[config.mk]
export PLATFORM = sky130hd
export DESIGN_NAME = keypad_4x4_scan
export DESIGN_NICKNAME = d
export VERILOG_FILES = /design/src/rtl/keypad_4x4_scan.sv
export SDC_FILE = /design/constraint.sdc
export NUM_CORES = 1
export LEC_CHECK = 0
export BUFFER_PORTS_ARGS = -buffer_cell sky130_fd_sc_hd__buf_2
export CORE_MARGIN = 2
export CORE_UTILIZATION = 58
export DETAILED_ROUTE_END_ITERATION = 8
export PLACE_DENSITY_LB_ADDON = 0.15
export SYNTH_ARGS = -nofsm -noshare
export SYNTH_HDL_FRONTEND = slang
export SYNTH_SLANG_ARGS = --single-unit
export TNS_END_PERCENT = 100
[constraint.sdc]
create_clock -name clk -period 2.31 [get_ports clk]
set_input_delay 0.462 -clock clk [delete_from_list [all_inputs] [get_ports clk]]
set_output_delay 0.462 -clock clk [all_outputs]
set_load 0.005 [all_outputs]
[src/rtl/keypad_4x4_scan.sv]
`default_nettype none
// ============================================================================
// Module   : keypad_4x4_scan
// Purpose  : 4x4 matrix keypad scanner with frame debounce and valid/ack
//            handshake. Optional macro KEYPAD_OVERRUN_EN enables the sticky
//            lost-event flag; otherwise overrun is tied low.
// Revision : 1.0 - initial release
// ============================================================================
module keypad_4x4_scan #(
  parameter int PRE = 14,
  parameter int DEB = 3
) (
  input  logic       clk,
  input  logic       reset,
  input  logic [3:0] col,
  output logic [3:0] row,
  output logic [3:0] key,
  output logic       key_valid,
  input  logic       key_ack,
  output logic       pressed,
  output logic       overrun
);

  localparam logic [2:0] c_deb = 3'(DEB);

  typedef enum logic [1:0] {
    IDLE       = 2'd0,
    DB_PRESS   = 2'd1,
    HELD       = 2'd2,
    DB_RELEASE = 2'd3
  } state_t;

  logic [PRE:0] r_pre_cnt;
  logic [3:0]   r_col_s1;
  logic [3:0]   r_col_s2;
  logic [1:0]   r_row_idx;
  logic         r_acc_hit;
  logic [3:0]   r_acc_code;
  state_t       r_state;
  state_t       w_state_n;
  logic [2:0]   r_count;
  logic [2:0]   w_count_n;
  logic [2:0]   w_cnt_inc;
  logic [3:0]   r_candidate;
  logic [3:0]   w_candidate_n;
  logic [3:0]   r_key;
  logic [3:0]   w_key_n;
  logic         r_key_valid;
  logic         w_key_valid_n;
  logic         r_pressed;
  logic         w_pressed_n;
  logic         w_accept;

  logic         w_tick;
  logic         w_frame_end;
  logic [3:0]   w_col_low;
  logic         w_col_any;
  logic [1:0]   w_col_idx;
  logic         w_frame_hit;
  logic [3:0]   w_frame_code;

  assign w_tick      = r_pre_cnt[PRE];
  assign w_frame_end = w_tick && (r_row_idx == 2'd3);
  assign w_col_low   = ~r_col_s2;
  assign w_col_any   = |w_col_low;
  assign row         = ~(4'b0001 << r_row_idx);

  // Lowest-index low column wins within the current row
  always_comb begin
    w_col_idx = 2'd0;
    for (int i = 3; i >= 0; i--) begin
      if (w_col_low[i]) w_col_idx = 2'(i);
    end
  end

  assign w_frame_hit  = r_acc_hit | w_col_any;
  assign w_frame_code = r_acc_hit ? r_acc_code : {r_row_idx, w_col_idx};

  always_ff @(posedge clk or negedge reset) begin
    if (!reset) begin
      r_pre_cnt  <= '0;
      r_col_s1   <= 4'b1111;
      r_col_s2   <= 4'b1111;
      r_row_idx  <= 2'd0;
      r_acc_hit  <= 1'b0;
      r_acc_code <= 4'd0;
    end else begin
      r_pre_cnt <= w_tick ? '0 : r_pre_cnt + (PRE+1)'(1);
      r_col_s1  <= col;
      r_col_s2  <= r_col_s1;
      if (w_tick) begin
        r_row_idx <= r_row_idx + 2'd1;
        if (w_frame_end) begin
          r_acc_hit  <= 1'b0;
          r_acc_code <= 4'd0;
        end else if (!r_acc_hit && w_col_any) begin
          r_acc_hit  <= 1'b1;
          r_acc_code <= {r_row_idx, w_col_idx};
        end
      end
    end
  end

  always_ff @(posedge clk or negedge reset) begin
    if (!reset) begin
      r_state     <= IDLE;
      r_count     <= 3'd0;
      r_candidate <= 4'd0;
      r_key       <= 4'd0;
      r_key_valid <= 1'b0;
      r_pressed   <= 1'b0;
    end else begin
      r_state     <= w_state_n;
      r_count     <= w_count_n;
      r_candidate <= w_candidate_n;
      r_key       <= w_key_n;
      r_key_valid <= w_key_valid_n;
      r_pressed   <= w_pressed_n;
    end
  end

  // Count is zero in IDLE and HELD, so DEB=1 falls straight through the DB states
  assign w_cnt_inc = r_count + 3'd1;

  always_comb begin
    w_state_n     = r_state;
    w_count_n     = r_count;
    w_candidate_n = r_candidate;
    w_key_n       = r_key;
    w_pressed_n   = r_pressed;
    w_accept      = 1'b0;
    w_key_valid_n = r_key_valid & ~key_ack;
    if (w_frame_end) begin
      case (r_state)
        IDLE: begin
          if (w_frame_hit) begin
            w_candidate_n = w_frame_code;
            if (w_cnt_inc >= c_deb) begin
              w_accept  = 1'b1;
              w_state_n = HELD;
              w_count_n = 3'd0;
            end else begin
              w_state_n = DB_PRESS;
              w_count_n = w_cnt_inc;
            end
          end
        end
        DB_PRESS: begin
          if (w_frame_hit && (w_frame_code == r_candidate)) begin
            if (w_cnt_inc >= c_deb) begin
              w_accept  = 1'b1;
              w_state_n = HELD;
              w_count_n = 3'd0;
            end else begin
              w_count_n = w_cnt_inc;
            end
          end else begin
            w_state_n = IDLE;
            w_count_n = 3'd0;
          end
        end
        HELD: begin
          if (!w_frame_hit) begin
            if (w_cnt_inc >= c_deb) begin
              w_state_n   = IDLE;
              w_count_n   = 3'd0;
              w_pressed_n = 1'b0;
            end else begin
              w_state_n = DB_RELEASE;
              w_count_n = w_cnt_inc;
            end
          end
        end
        DB_RELEASE: begin
          if (w_frame_hit) begin
            w_state_n = HELD;
            w_count_n = 3'd0;
          end else if (w_cnt_inc >= c_deb) begin
            w_state_n   = IDLE;
            w_count_n   = 3'd0;
            w_pressed_n = 1'b0;
          end else begin
            w_count_n = w_cnt_inc;
          end
        end
        default: begin
          w_state_n = IDLE;
          w_count_n = 3'd0;
        end
      endcase
    end
    if (w_accept) begin
      w_key_n       = w_frame_code;
      w_pressed_n   = 1'b1;
      w_key_valid_n = 1'b1;
    end
  end

  assign key       = r_key;
  assign key_valid = r_key_valid;
  assign pressed   = r_pressed;

`ifdef KEYPAD_OVERRUN_EN
  logic r_overrun;

  always_ff @(posedge clk or negedge reset) begin
    if (!reset) begin
      r_overrun <= 1'b0;
    end else if (w_accept && r_key_valid && !key_ack) begin
      r_overrun <= 1'b1;
    end else if (key_ack && r_key_valid) begin
      r_overrun <= 1'b0;
    end
  end

  assign overrun = r_overrun;
`else
  assign overrun = 1'b0;
`endif

endmodule
`default_nettype wire

==> metrics.log, run 1 <==
INFO  metric global_route.peak_usage_layer = met2
INFO  metric layout_setup_ws = 233.8 ps
INFO  metric synthDistinctLibCells = 40
INFO  metric post-synth-top-count-cell = sky130_fd_sc_hd__dfrtp_1
INFO  metric critical_path.startpoint = r_count[0]$_DFFE_PN0P_
INFO  metric power.share.switching = 21.13%
INFO  metric clk-insertion-delay-late = 360 ps
INFO  metric holdCritPathClass = in2async
INFO  metric globalRouteMet2Util = 37.63%
INFO  metric antenna_found_initial = 0
INFO  metric muxShareOfSynthArea = 4.269%
INFO  metric adder_cell_area_share_of_the_yosys_netlist = 4.209%
INFO  metric cellLeakagePower = 1.108 nW
INFO  metric p_comb_share = 3.0%
INFO  metric worstPathRequired = 2570 ps
INFO  metric clock_tree_buffer_depth = 2
INFO  metric clkPwrFrac = 37.8%
INFO  metric worst-r2r-setup-slack = 230 ps
INFO  metric drive_above_1_share = 22.54%
INFO  metric synth_edf_count = 0
INFO  metric track_usage = 20.56%
INFO  metric combinational_family_with_the_most_area_after_synthesis = simple AND/OR/NAND/NOR gates
INFO  metric clock_sinks = 45
INFO  metric cts_resized = 0
INFO  metric numCtsBuffers = 5
INFO  metric synth.top_cell.area_share = 44.50%
INFO  metric p_int = 1.071 mW
INFO  metric power_frac_seq = 59.2%
INFO  metric post_synth_main_area_contributors = sky130_fd_sc_hd__dfrtp_1 (44%), sky130_fd_sc_hd__dfstp_2 (10%), sky130_fd_sc_hd__ha_1 (4.2%)
INFO  metric net-switching-power = 0.2871 mW
INFO  metric placementRows = 21
INFO  metric post-cts-setup-buffers = 0
INFO  metric synth_simple_gate_area_share = 14.97%
INFO  metric cp_max_fo = 5
INFO  metric initial_utilization = 61.39%
INFO  metric use_met1 = 22.35%
INFO  metric fin_crit = 2076 ps
INFO  metric power-per-cell-area = 587.8 nW/um^2
INFO  metric h-tree-depth = 2
INFO  metric worst-slew-pin-transition = 517.1 ps
INFO  metric layout_worst_path_cycle_share = 89.88%
INFO  metric wire_length_after_detailed_routing = 3.603 mm
INFO  metric clock_tree.root_cell = sky130_fd_sc_hd__clkbuf_4
INFO  metric fp.dieArea = 4083 um^2
INFO  metric die_boundary_height = 63.90 um
INFO  metric gp_congestion = 0.7769
INFO  metric critical_path.endpoint_type = flip-flop
INFO  metric ys.flop_type = sky130_fd_sc_hd__dfrtp_1
INFO  metric ys_ff_latch = 45
INFO  metric unrepaired_setup_endpoints_after_global_routing = false
INFO  metric finalClockSkew = 8.090 ps
INFO  metric dp_slack = 266.4 ps
INFO  metric dp_hpwl = 2.674 mm
INFO  metric synth-seq-area-share = 54.60%
INFO  metric clock_tree_from_tritoncts = yes
INFO  metric max_capacitance_violation_total = 0
INFO  metric top_level_ports = 18
INFO  metric grt_max_degree = 24
INFO  metric synth.yosys.warnings = 0
INFO  metric synth_compound_gate_area_share = 11.06%
INFO  metric power.ir.vdd_worst = 477.2 uV
INFO  metric crit_type = reg2reg
INFO  metric status = complete, no violations
INFO  metric drtPass1Iterations = 4
INFO  metric fin_hold_viols = 0
INFO  metric post_synth_most_frequent_cells = sky130_fd_sc_hd__dfrtp_1 (37), sky130_fd_sc_hd__nor2_1 (20), sky130_fd_sc_hd__inv_1 (15)
INFO  metric dieWidth = 63.90 um
INFO  metric initialDrtViolationCount = 60
INFO  metric setup-violations-final = 0
INFO  metric detailroute.via_count = 1395
INFO  metric grtUsageMet3 = 5.810%
INFO  metric grt_overflow_total = 0
INFO  metric postSynthAreaPerCell = 11.01 um^2
INFO  metric grt_first_pass_wirelength = 6.430 mm
INFO  metric remaining_drc_errors = 0
INFO  metric core-area = 3390 um^2
INFO  metric worst_endpoint_data_arrival_time = 2340 ps
INFO  metric synthesized_area_fraction_occupied_by_xor_and_xnor_cells = 6.735%
INFO  metric area_delta_synth_final = 11.06%
INFO  metric finish.net_count = 226
INFO  metric max_freq = 481.6 MHz
INFO  metric postSynthCellCount = 189
INFO  metric postRouteAntennaNets = 0
INFO  metric synth_async_sr_flop_share = 100.0%
INFO  metric antenna_cells = 0
INFO  metric syn_area = 2081 um^2
INFO  metric worst_setup_hold_path_clk_slew = 130 ps
INFO  metric setup_total_negative_slack = 0 ps
INFO  metric r2r_start = r_count[0]$_DFFE_PN0P_
INFO  metric grt_pass1_vias = 1497
INFO  metric place.port_buffers = 16
INFO  metric relative_slew_slack = 65.16%
INFO  metric avgRoutedWirePerCell = 13.91 um
INFO  metric viasPerCell = 5.386
INFO  metric post_cts_hold_buffer_count = 0
INFO  metric yosys.area.top_type = sky130_fd_sc_hd__dfrtp_1
INFO  metric timing.critical_path.from_type = flip-flop
INFO  metric finalMaxSlewViolations = 0
INFO  metric synth_fp_nets = 203
final timing paths:
| path | cells past startpoint | to |
|---|---|---|
| hold reg to reg | 0 | r_col_s2[0]$_DFF_PN1_ |
| max in group asynchronous | 2 | r_col_s2[1]$_DFF_PN1_ |
| setup / recovery | 8 | key[1]$_DFFE_PN0P_ |
| hold / removal | 1 | r_count[1]$_DFFE_PN0P_ |
| min in group clk | 1 | r_col_s1[0]$_DFF_PN1_ |
| setup reg to reg | 8 | key[1]$_DFFE_PN0P_ |
placed cells by master, fill, tap and decap left out, drive strengths merged:
| master | netlist | layout |
|---|---|---|
| o21ai | 9 | 9 |
| nor3 | 3 | 3 |
| inv | 15 | 15 |
| o211ai | 1 | 1 |
| and3 | 4 | 4 |
| dfrtp | 37 | 37 |
| xnor2 | 8 | 8 |
| nand2b | 1 | 1 |
| nor4 | 2 | 2 |
| nand4 | 3 | 3 |
| a22o | 6 | 6 |
| nor2b | 3 | 3 |
| a21o | 1 | 1 |
| xor2 | 8 | 8 |
| nor2 | 21 | 21 |
| o32a | 1 | 1 |
| or3 | 4 | 4 |
| ha | 7 | 7 |
| buf | 2 | 20 |
| or2 | 1 | 1 |
| a21oi | 8 | 8 |
| nand3 | 8 | 8 |
| o31ai | 2 | 2 |
| clkbuf | 2 | 6 |
| clkinvlp | 0 | 1 |
| dfstp | 8 | 8 |
| conb | 1 | 1 |
| a211o | 1 | 1 |
| mux2 | 3 | 3 |
| nand2 | 10 | 10 |
| a31oi | 3 | 3 |
| bufinv | 0 | 1 |
| mux2i | 4 | 4 |
| and2 | 2 | 2 |
sequential cells by signal (all words and copies together) (netlist names), 3 cells and up:
name	count
r_col_s1	4
key	4
r_pre_cnt	15
r_acc_code	4
r_col_s2	4
r_count	3
r_candidate	4
cell type report:
class / count / area, um^2
fill: 266 / 1079
multi-input combinational: 125 / 862.1
clock buffer: 6 / 51.30
timing repair buffer: 20 / 110.1
sequential: 45 / 1136
inverter: 15 / 56.30
tap: 46 / 57.56
clock inverter: 2 / 37.54
power by group through the flow:
stage               registers, mW  logic (mW)  clock network (mW)
floorplan                   0.818      0.0172                   0
global placement            0.818      0.0405                   0
detailed placement          0.819      0.0422                   0
CTS                         0.805      0.0421               0.525
global route                0.806      0.0461               0.564
finish                      0.804      0.0406               0.514
cells by family after synthesis:
family	Yosys count
AO/OA/AOI/OAI	32
XOR/XNOR	16
adder cells (fa/ha/maj)	7
buffers and inverters	19
flip-flops	45
multiplexers	7
other	1
AND/OR/NAND/NOR	62
through the flow:
step                cell area [um^2]  instances  power, mW  hold WS (ps)  utilization, %
floorplan                       2081        189     0.8351         166.4               -
global placement                2222        251     0.8589         345.8           65.56
detailed placement              2222        251     0.8612         346.9           65.56
CTS                             2311        259      1.372         61.60           68.18
global route                    2311        259      1.416         58.99           68.18
finish                          2311        259      1.358         45.30           68.18
critical path, cell delays in order, from the launching register on:
cell	delay, ps
sky130_fd_sc_hd__dfrtp_1	440
sky130_fd_sc_hd__inv_1	60
sky130_fd_sc_hd__ha_1	290
sky130_fd_sc_hd__nor2_1	40
sky130_fd_sc_hd__or3_1	400
sky130_fd_sc_hd__nand3_1	200
sky130_fd_sc_hd__nor2_1	120
sky130_fd_sc_hd__nand2b_4	120
sky130_fd_sc_hd__mux2_4	300
layer usage:
metal  part of all wire [%]  routed length, um
met3                    3.6                129
met1                     42               1496
met5                      0                  0
met2                     53               1900
met4                    2.2                 78
Power figures use the tool's default switching activity.
==> inputs of run 2 (changes only) <==
- clock period: 2.31 -> 2 ns (I/O delays scaled with it)
==> run 2 against run 1 <==
Effect of this change:
- design area is 3.5% higher
- clock-buffer cell count is 1 lower
- die area stayed put
- non-clock buffer count is 6 higher
- largest power group unchanged
- largest cell class unchanged
- global-route usage is 0.29 points lower
- clock skew is 6.4 ps higher
- register-to-register slack worse by 120 ps
- maximum frequency is 10% higher
- highest routed layer unchanged
- clock power is 31% higher
- final cell count is 2.3% higher
- via count is 4.3% higher
- critical endpoint unchanged
- sequential power is 16% higher
==> metrics.log, run 2 (synthesis gave the netlist of run 1 again) <==
INFO  metric total_power = 1.653 mW (+22%)
INFO  metric dp_hpwl = 2.561 mm (-4.2%)
INFO  metric max_freq = 530.8 MHz (+10%)
INFO  metric cpMaxStageDelayCell = sky130_fd_sc_hd__dfrtp_2
INFO  metric fp.dieArea = 4083 um^2 (unchanged)
INFO  metric grt_overflow_total = 0 (unchanged)
INFO  metric antenna_cells = 0 (unchanged)
INFO  metric placementRows = 21 (unchanged)
INFO  metric grt_max_degree = 46 (+92%)
INFO  metric worst_endpoint_data_arrival_time = 2150 ps (-190 ps)
INFO  metric crit_type = reg2reg
INFO  metric drtPass1Iterations = 5 (+1)
INFO  metric worst_setup_hold_path_clk_slew = 140 ps (about the same)
INFO  metric layout_commonest_cell = sky130_fd_sc_hd__dfrtp_1
INFO  metric initialDrtViolationCount = 124 (+110%)
INFO  metric viasPerCell = 5.491 (+1.9%)
INFO  metric critical_path.endpoint_type = flip-flop
INFO  metric remaining_drc_errors = 0 (unchanged)
INFO  metric sequential_cell_area = 1137 um^2 (+0.11%)
INFO  metric timing.critical_path.from_type = flip-flop
INFO  metric multi_input_comb_area = 883.3 um^2 (+2.5%)
INFO  metric clk-insertion-delay-late = 360 ps (about the same)
INFO  metric gp_congestion = 0.7994 (+2.9%)
INFO  metric worstPathRequired = 2260 ps (-310 ps)
INFO  metric worst-r2r-setup-slack = 120 ps (-120 ps)
INFO  metric finalMaxSlewViolations = 0 (unchanged)
INFO  metric detailroute.via_count = 1455 (+4.3%)
INFO  metric wire_length_after_detailed_routing = 3.613 mm (+0.28%)
INFO  metric die_boundary_height = 63.90 um (unchanged)
INFO  metric initial_utilization = 61.39% (unchanged)
INFO  metric postRouteAntennaNets = 0 (unchanged)
INFO  metric finish.net_count = 232 (+2.7%)
INFO  metric worst_hold_slack = 79.28 ps (+33.98 ps)
INFO  metric max_ffs_per_register = 15 (unchanged)
INFO  metric fin_crit = 1884 ps (-192.4 ps)
INFO  metric drive_above_1_share = 26.03% (+3.5 points)
INFO  metric post_cts_hold_buffer_count = 0 (unchanged)
INFO  metric track_usage = 20.27% (-0.29 points)
INFO  metric worst_r2r_path_depth = 6 (-2)
INFO  metric clock_tree_from_tritoncts = yes
INFO  metric layout_worst_path_cycle_share = 94.19% (+4.3 points)
INFO  metric avgRoutedWirePerCell = 13.63 um (-2.0%)
INFO  metric dpl_cell_area = 2237 um^2 (+0.68%)
INFO  metric layout_common_cells = sky130_fd_sc_hd__dfrtp_1 (36), sky130_fd_sc_hd__nor2_1 (20), sky130_fd_sc_hd__buf_2 (16)
INFO  metric dieWidth = 63.90 um (unchanged)
INFO  metric clock_tree.root_cell = sky130_fd_sc_hd__clkbuf_4
INFO  metric h-tree-depth = 2 (unchanged)
INFO  metric status = complete, no violations
INFO  metric post-route-cell-area = 2392 um^2 (+3.5%)
INFO  metric place.port_buffers = 16 (unchanged)
INFO  metric finalClockSkew = 14.47 ps (+6.380 ps)
INFO  metric grt_first_pass_wirelength = 6.410 mm (-0.31%)
INFO  metric timing.critical_path.cells = buf_4 -> o31ai_4 -> xnor2_1 -> a31oi_2 -> nand2b_4 -> mux2_4
INFO  metric antenna_found_initial = 0 (unchanged)
INFO  metric core-area = 3390 um^2 (unchanged)
INFO  metric relative_slew_slack = 63.87% (-1.3 points)
INFO  metric area_delta_synth_final = 14.97%
INFO  metric grt_pass1_vias = 1448 (-3.3%)
INFO  metric fin_hold_viols = 0 (unchanged)
INFO  metric holdCritPathClass = in2async
INFO  metric max_capacitance_violation_total = 0 (unchanged)
INFO  metric largest-register = r_pre_cnt
INFO  metric power-per-cell-area = 691.1 nW/um^2 (+18%)
INFO  metric numCtsBuffers = 5 (unchanged)
INFO  metric setup-violations-final = 0 (unchanged)
INFO  metric cellLeakagePower = 1.147 nW (+3.6%)
INFO  metric power.ir.vdd_worst = 650.3 uV (+36%)
INFO  metric clock_tree_buffer_depth = 2 (unchanged)
INFO  metric cp_max_fo = 8 (+3)
INFO  metric num-fill-cells = 245 (-7.9%)
INFO  metric slowest_delay = 510 ps (+70 ps)
INFO  metric worst-slew-pin-transition = 542.0 ps (+24.89 ps)
INFO  metric top_level_ports = 18 (unchanged)
INFO  metric clock_sinks = 45 (unchanged)
==> run 2: critical path, delay by kind of cell (launching register included) <==
kind                      cells  cell delay [ps]
xor gates and xnor gates      1              110
AOI/OAI and AO/OA             2              540
buffers and inverters         1              180
muxes                         1              290
and+or+nand+nor               1              180
DFF                           1              510
==> run 2: per-layer routing <==
metal / wire length [um] / GRT usage [%]
met5: 0 / 0
met4: 69 / 6.250
met3: 149 / 6.162
met2: 1903 / 35.94
met1: 1490 / 23.32
==> run 2: area by class of cell <==
class	instances	share of cell area, %
multi-input cells	125	36.92
well taps	46	2.406
flip-flops and latches	45	47.54
repair buffers	26	6.485
clock buffers	5	1.569
clock inverters	3	2.720
inverters	15	2.354
==> run 2: final timing paths <==
| path | from | endpoint |
|---|---|---|
| min | reset | r_count[1]$_DFFE_PN0P_ |
| max in group asynchronous | reset | r_acc_hit$_DFFE_PN0P_ |
| min in group clk | col[3] | r_col_s1[3]$_DFF_PN1_ |
| min reg2reg | r_col_s1[0]$_DFF_PN1_ | r_col_s2[0]$_DFF_PN1_ |
| max | r_acc_hit$_DFFE_PN0P_ | key[1]$_DFFE_PN0P_ |
| max reg2reg | r_acc_hit$_DFFE_PN0P_ | key[1]$_DFFE_PN0P_ |
==> run 2: power by group <==
group          switching [mW]  leakage (nW)  internal [mW]
Clock                   0.287        0.0552          0.387
Combinational          0.0320         0.507         0.0184
Sequential            0.00436         0.585          0.925
==> run 2: what timing repair did <==
item	CTS	global route
endpoints found under the setup margin	0	9
buffers inserted	0	4
hold endpoints to repair	0	0
gates resized for setup	0	4
==> run 2: metrics by stage <==
step	utilization, %	TNS, ps	instances	setup WS (ps)
finish	70.58	0	265	116.1
global placement	66.00	0	253	81.53
detailed placement	66.00	0	253	8.276
floorplan	-	0	189	100.4
global route	70.58	-17.13	265	-12.97
CTS	69.03	0	261	4.234
==> inputs of run 3 (changes only) <==
- BUFFER_PORTS_ARGS: -buffer_cell sky130_fd_sc_hd__buf_2 -> -buffer_cell sky130_fd_sc_hd__clkbuf_2
- clock period: 2 -> 1.8 ns (I/O delays scaled with it)
==> run 3 against run 2 <==
Effect of this change:
- the run now ends with setup timing left
- global-route usage is 2.0 points higher
- register-to-register slack lost 130 ps
- design area grew 4.1%
- highest routed layer unchanged
- combinational power increased by 12%
- sequential share of layout area decreased by 1.8 points
- clock skew hardly changed
- die area unchanged
- via count rose by 4.1%
- clock-buffer cell count increased by 2
- sequential cell count unchanged
==> metrics.log, run 3 (synthesis gave the netlist of run 1 again) <==
INFO  metric remaining_drc_errors = 0 (unchanged)
INFO  metric fp.dieArea = 4083 um^2 (unchanged)
INFO  metric grt_overflow_total = 0 (unchanged)
INFO  metric post_cts_hold_buffer_count = 0 (unchanged)
INFO  metric worst_setup_hold_path_clk_slew = 130 ps (about the same)
INFO  metric viasPerCell = 5.529 (+0.70%)
INFO  metric grt_pass1_vias = 1609 (+11%)
INFO  metric layout_setup_ws = -16.98 ps (-133.1 ps)
INFO  metric initial_utilization = 61.39% (unchanged)
INFO  metric numCtsBuffers = 5 (unchanged)
INFO  metric h-tree-depth = 2 (unchanged)
INFO  metric fin_crit = 1817 ps (-66.90 ps)
INFO  metric largest-register = r_pre_cnt
INFO  metric worst-slew-pin-transition = 535.7 ps (-6.342 ps)
INFO  metric layout_commonest_cell = sky130_fd_sc_hd__dfrtp_1
INFO  metric dp_hpwl = 2.812 mm (+9.8%)
INFO  metric unrepaired_setup_endpoints_after_global_routing = true
INFO  metric cp_max_fo = 8 (unchanged)
INFO  metric initialDrtViolationCount = 78 (-37%)
INFO  metric post-route-cell-area = 2490 um^2 (+4.1%)
INFO  metric grt_max_degree = 46 (unchanged)
INFO  metric num-fill-cells = 233 (-4.9%)
INFO  metric worstPathRequired = 2070 ps (-190 ps)
INFO  metric drive_above_1_share = 32.89% (+6.9 points)
INFO  metric timing.critical_path.from_type = flip-flop
INFO  metric area_delta_synth_final = 19.66%
INFO  metric finish.net_count = 241 (+3.9%)
INFO  metric detailroute.via_count = 1515 (+4.1%)
INFO  metric dpl_cell_area = 2340 um^2 (+4.6%)
INFO  metric cpMaxStageDelayCell = sky130_fd_sc_hd__dfrtp_2
INFO  metric layout_common_cells = sky130_fd_sc_hd__dfrtp_1 (34), sky130_fd_sc_hd__nor2_1 (19), sky130_fd_sc_hd__buf_4 (18)
INFO  metric timing.critical_path.cells = mux2i_2 -> xnor2_1 -> nor2_2 -> a31oi_2 -> buf_4 -> o21ai_2 -> a22o_1
INFO  metric worst_endpoint_data_arrival_time = 2080 ps (-70 ps)
INFO  metric die_boundary_height = 63.90 um (unchanged)
INFO  metric max_capacitance_violation_total = 0 (unchanged)
INFO  metric avgRoutedWirePerCell = 14.64 um (+7.4%)
INFO  metric placementRows = 21 (unchanged)
INFO  metric max_ffs_per_register = 15 (unchanged)
INFO  metric relative_slew_slack = 64.29% (+0.42 points)
INFO  metric fin_hold_viols = 0 (unchanged)
INFO  metric drtPass1Iterations = 4 (-1)
INFO  metric wire_length_after_detailed_routing = 4.012 mm (+11%)
INFO  metric layout_worst_path_cycle_share = 100.9% (+6.7 points)
INFO  metric antenna_found_initial = 0 (unchanged)
INFO  metric power.ir.vdd_worst = 487.9 uV (-25%)
INFO  metric critical_path.endpoint_type = flip-flop
INFO  metric grt_first_pass_wirelength = 6.982 mm (+8.9%)
INFO  metric clock_tree_buffer_depth = 2 (unchanged)
INFO  metric gp_congestion = 0.8729 (+9.2%)
INFO  metric clock_tree_from_tritoncts = yes
INFO  metric postRouteAntennaNets = 0 (unchanged)
INFO  metric setup_total_negative_slack = -27.29 ps (-27.29 ps)
INFO  metric crit_type = reg2reg
INFO  metric dp.cells = 264 (+4.3%)
INFO  metric core-area = 3390 um^2 (unchanged)
INFO  metric violations = setup timing
INFO  metric clock_tree.root_cell = sky130_fd_sc_hd__clkbuf_4
INFO  metric dieWidth = 63.90 um (unchanged)
INFO  metric antenna_cells = 0 (unchanged)
INFO  metric finalMaxSlewViolations = 0 (unchanged)
INFO  metric holdCritPathClass = in2async
INFO  metric slowest_delay = 520 ps (about the same)
INFO  metric final_cells = 274 (+3.4%)
INFO  metric layout.core_utilization = 73.46% (+2.9 points)
INFO  metric clk-insertion-delay-late = 370 ps (about the same)
INFO  metric cellLeakagePower = 1.181 nW (+2.9%)
INFO  metric status = complete, but fails checks
INFO  metric top_level_ports = 18 (unchanged)
INFO  metric power-per-cell-area = 700.4 nW/um^2 (+1.3%)
INFO  metric place.port_buffers = 16 (unchanged)
INFO  metric setup-violations-final = 2 (+2)
INFO  metric finalClockSkew = 14.34 ps (-0.1265 ps)
INFO  metric track_usage = 22.29% (+2.0 points)
INFO  metric clock_sinks = 45 (unchanged)
INFO  metric worst_r2r_path_depth = 7 (+1)
INFO  metric max_freq = 550.4 MHz (+3.7%)
[run 3: path summary, 6_finish.rpt]
| kind | start | end | slack [ps] |
|---|---|---|---|
| max in group asynchronous | reset | r_acc_hit$_DFFE_PN0P_ | 1370 |
| max reg2reg | r_acc_hit$_DFFE_PN0P_ | r_count[1]$_DFFE_PN0P_ | -20 |
| min reg2reg | r_col_s1[0]$_DFF_PN1_ | r_col_s2[0]$_DFF_PN1_ | 370 |
| min | reset | key[1]$_DFFE_PN0P_ | 30 |
| max | r_acc_hit$_DFFE_PN0P_ | r_count[1]$_DFFE_PN0P_ | -20 |
| min in group clk | col[1] | r_col_s1[1]$_DFF_PN1_ | 60 |
[run 3: final cells by class]
class / instances / area, um^2 / share of cell area, %
clock buffers: 7 / 55.05 / 2.211
clock inverters: 1 / 30.03 / 1.206
inverters: 15 / 56.30 / 2.261
multi-input cells: 125 / 924.6 / 37.14
flip-flops and latches: 45 / 1140 / 45.78
well taps: 46 / 57.56 / 2.312
repair buffers: 35 / 226.5 / 9.095
[run 3: critical path, delay by kind of cell, from the launching register on]
kind                      cells  cell delay [ps]
AOI/OAI and AO/OA             3              510
xor gates and xnor gates      1              160
buffers and inverters         1              150
DFF                           1              520
muxes                         1              290
and+or+nand+nor               1               80
[run 3: stage by stage]
stage	hold slack [ps]	power, mW	setup slack (ps)
2_1_floorplan	64.41	1.072	4.365
3_3_place_gp	346.4	1.105	11.12
3_5_place_dp	350.0	1.108	-78.82
4_1_cts	55.38	1.754	3.369
5_1_grt	48.92	1.805	-89.52
6_report	34.15	1.744	-16.98
[run 3: routing by layer]
metal	share of wire, %	up-vias	routed length (um)	global-route usage [%]
met1	39	731	1574	25.00
met3	3.6	22	146	5.282
met2	53	37	2132	38.28
li1	-	725	-	-
met5	0	-	0	0
met4	4.0	0	159	13.32
[run 3: power by group]
part | switching (mW) | total [mW] | internal (mW)
sequential | 0.00517 | 1.03 | 1.03
combinational | 0.0356 | 0.0564 | 0.0208
clock | 0.323 | 0.655 | 0.332
total | 0.364 | 1.74 | 1.38
[run 3: repair_timing]
item	4_1_cts	5_1_grt
setup buffers	0	2
gates resized for setup	6	6
setup endpoints to repair	8	11
pin swaps	2	2
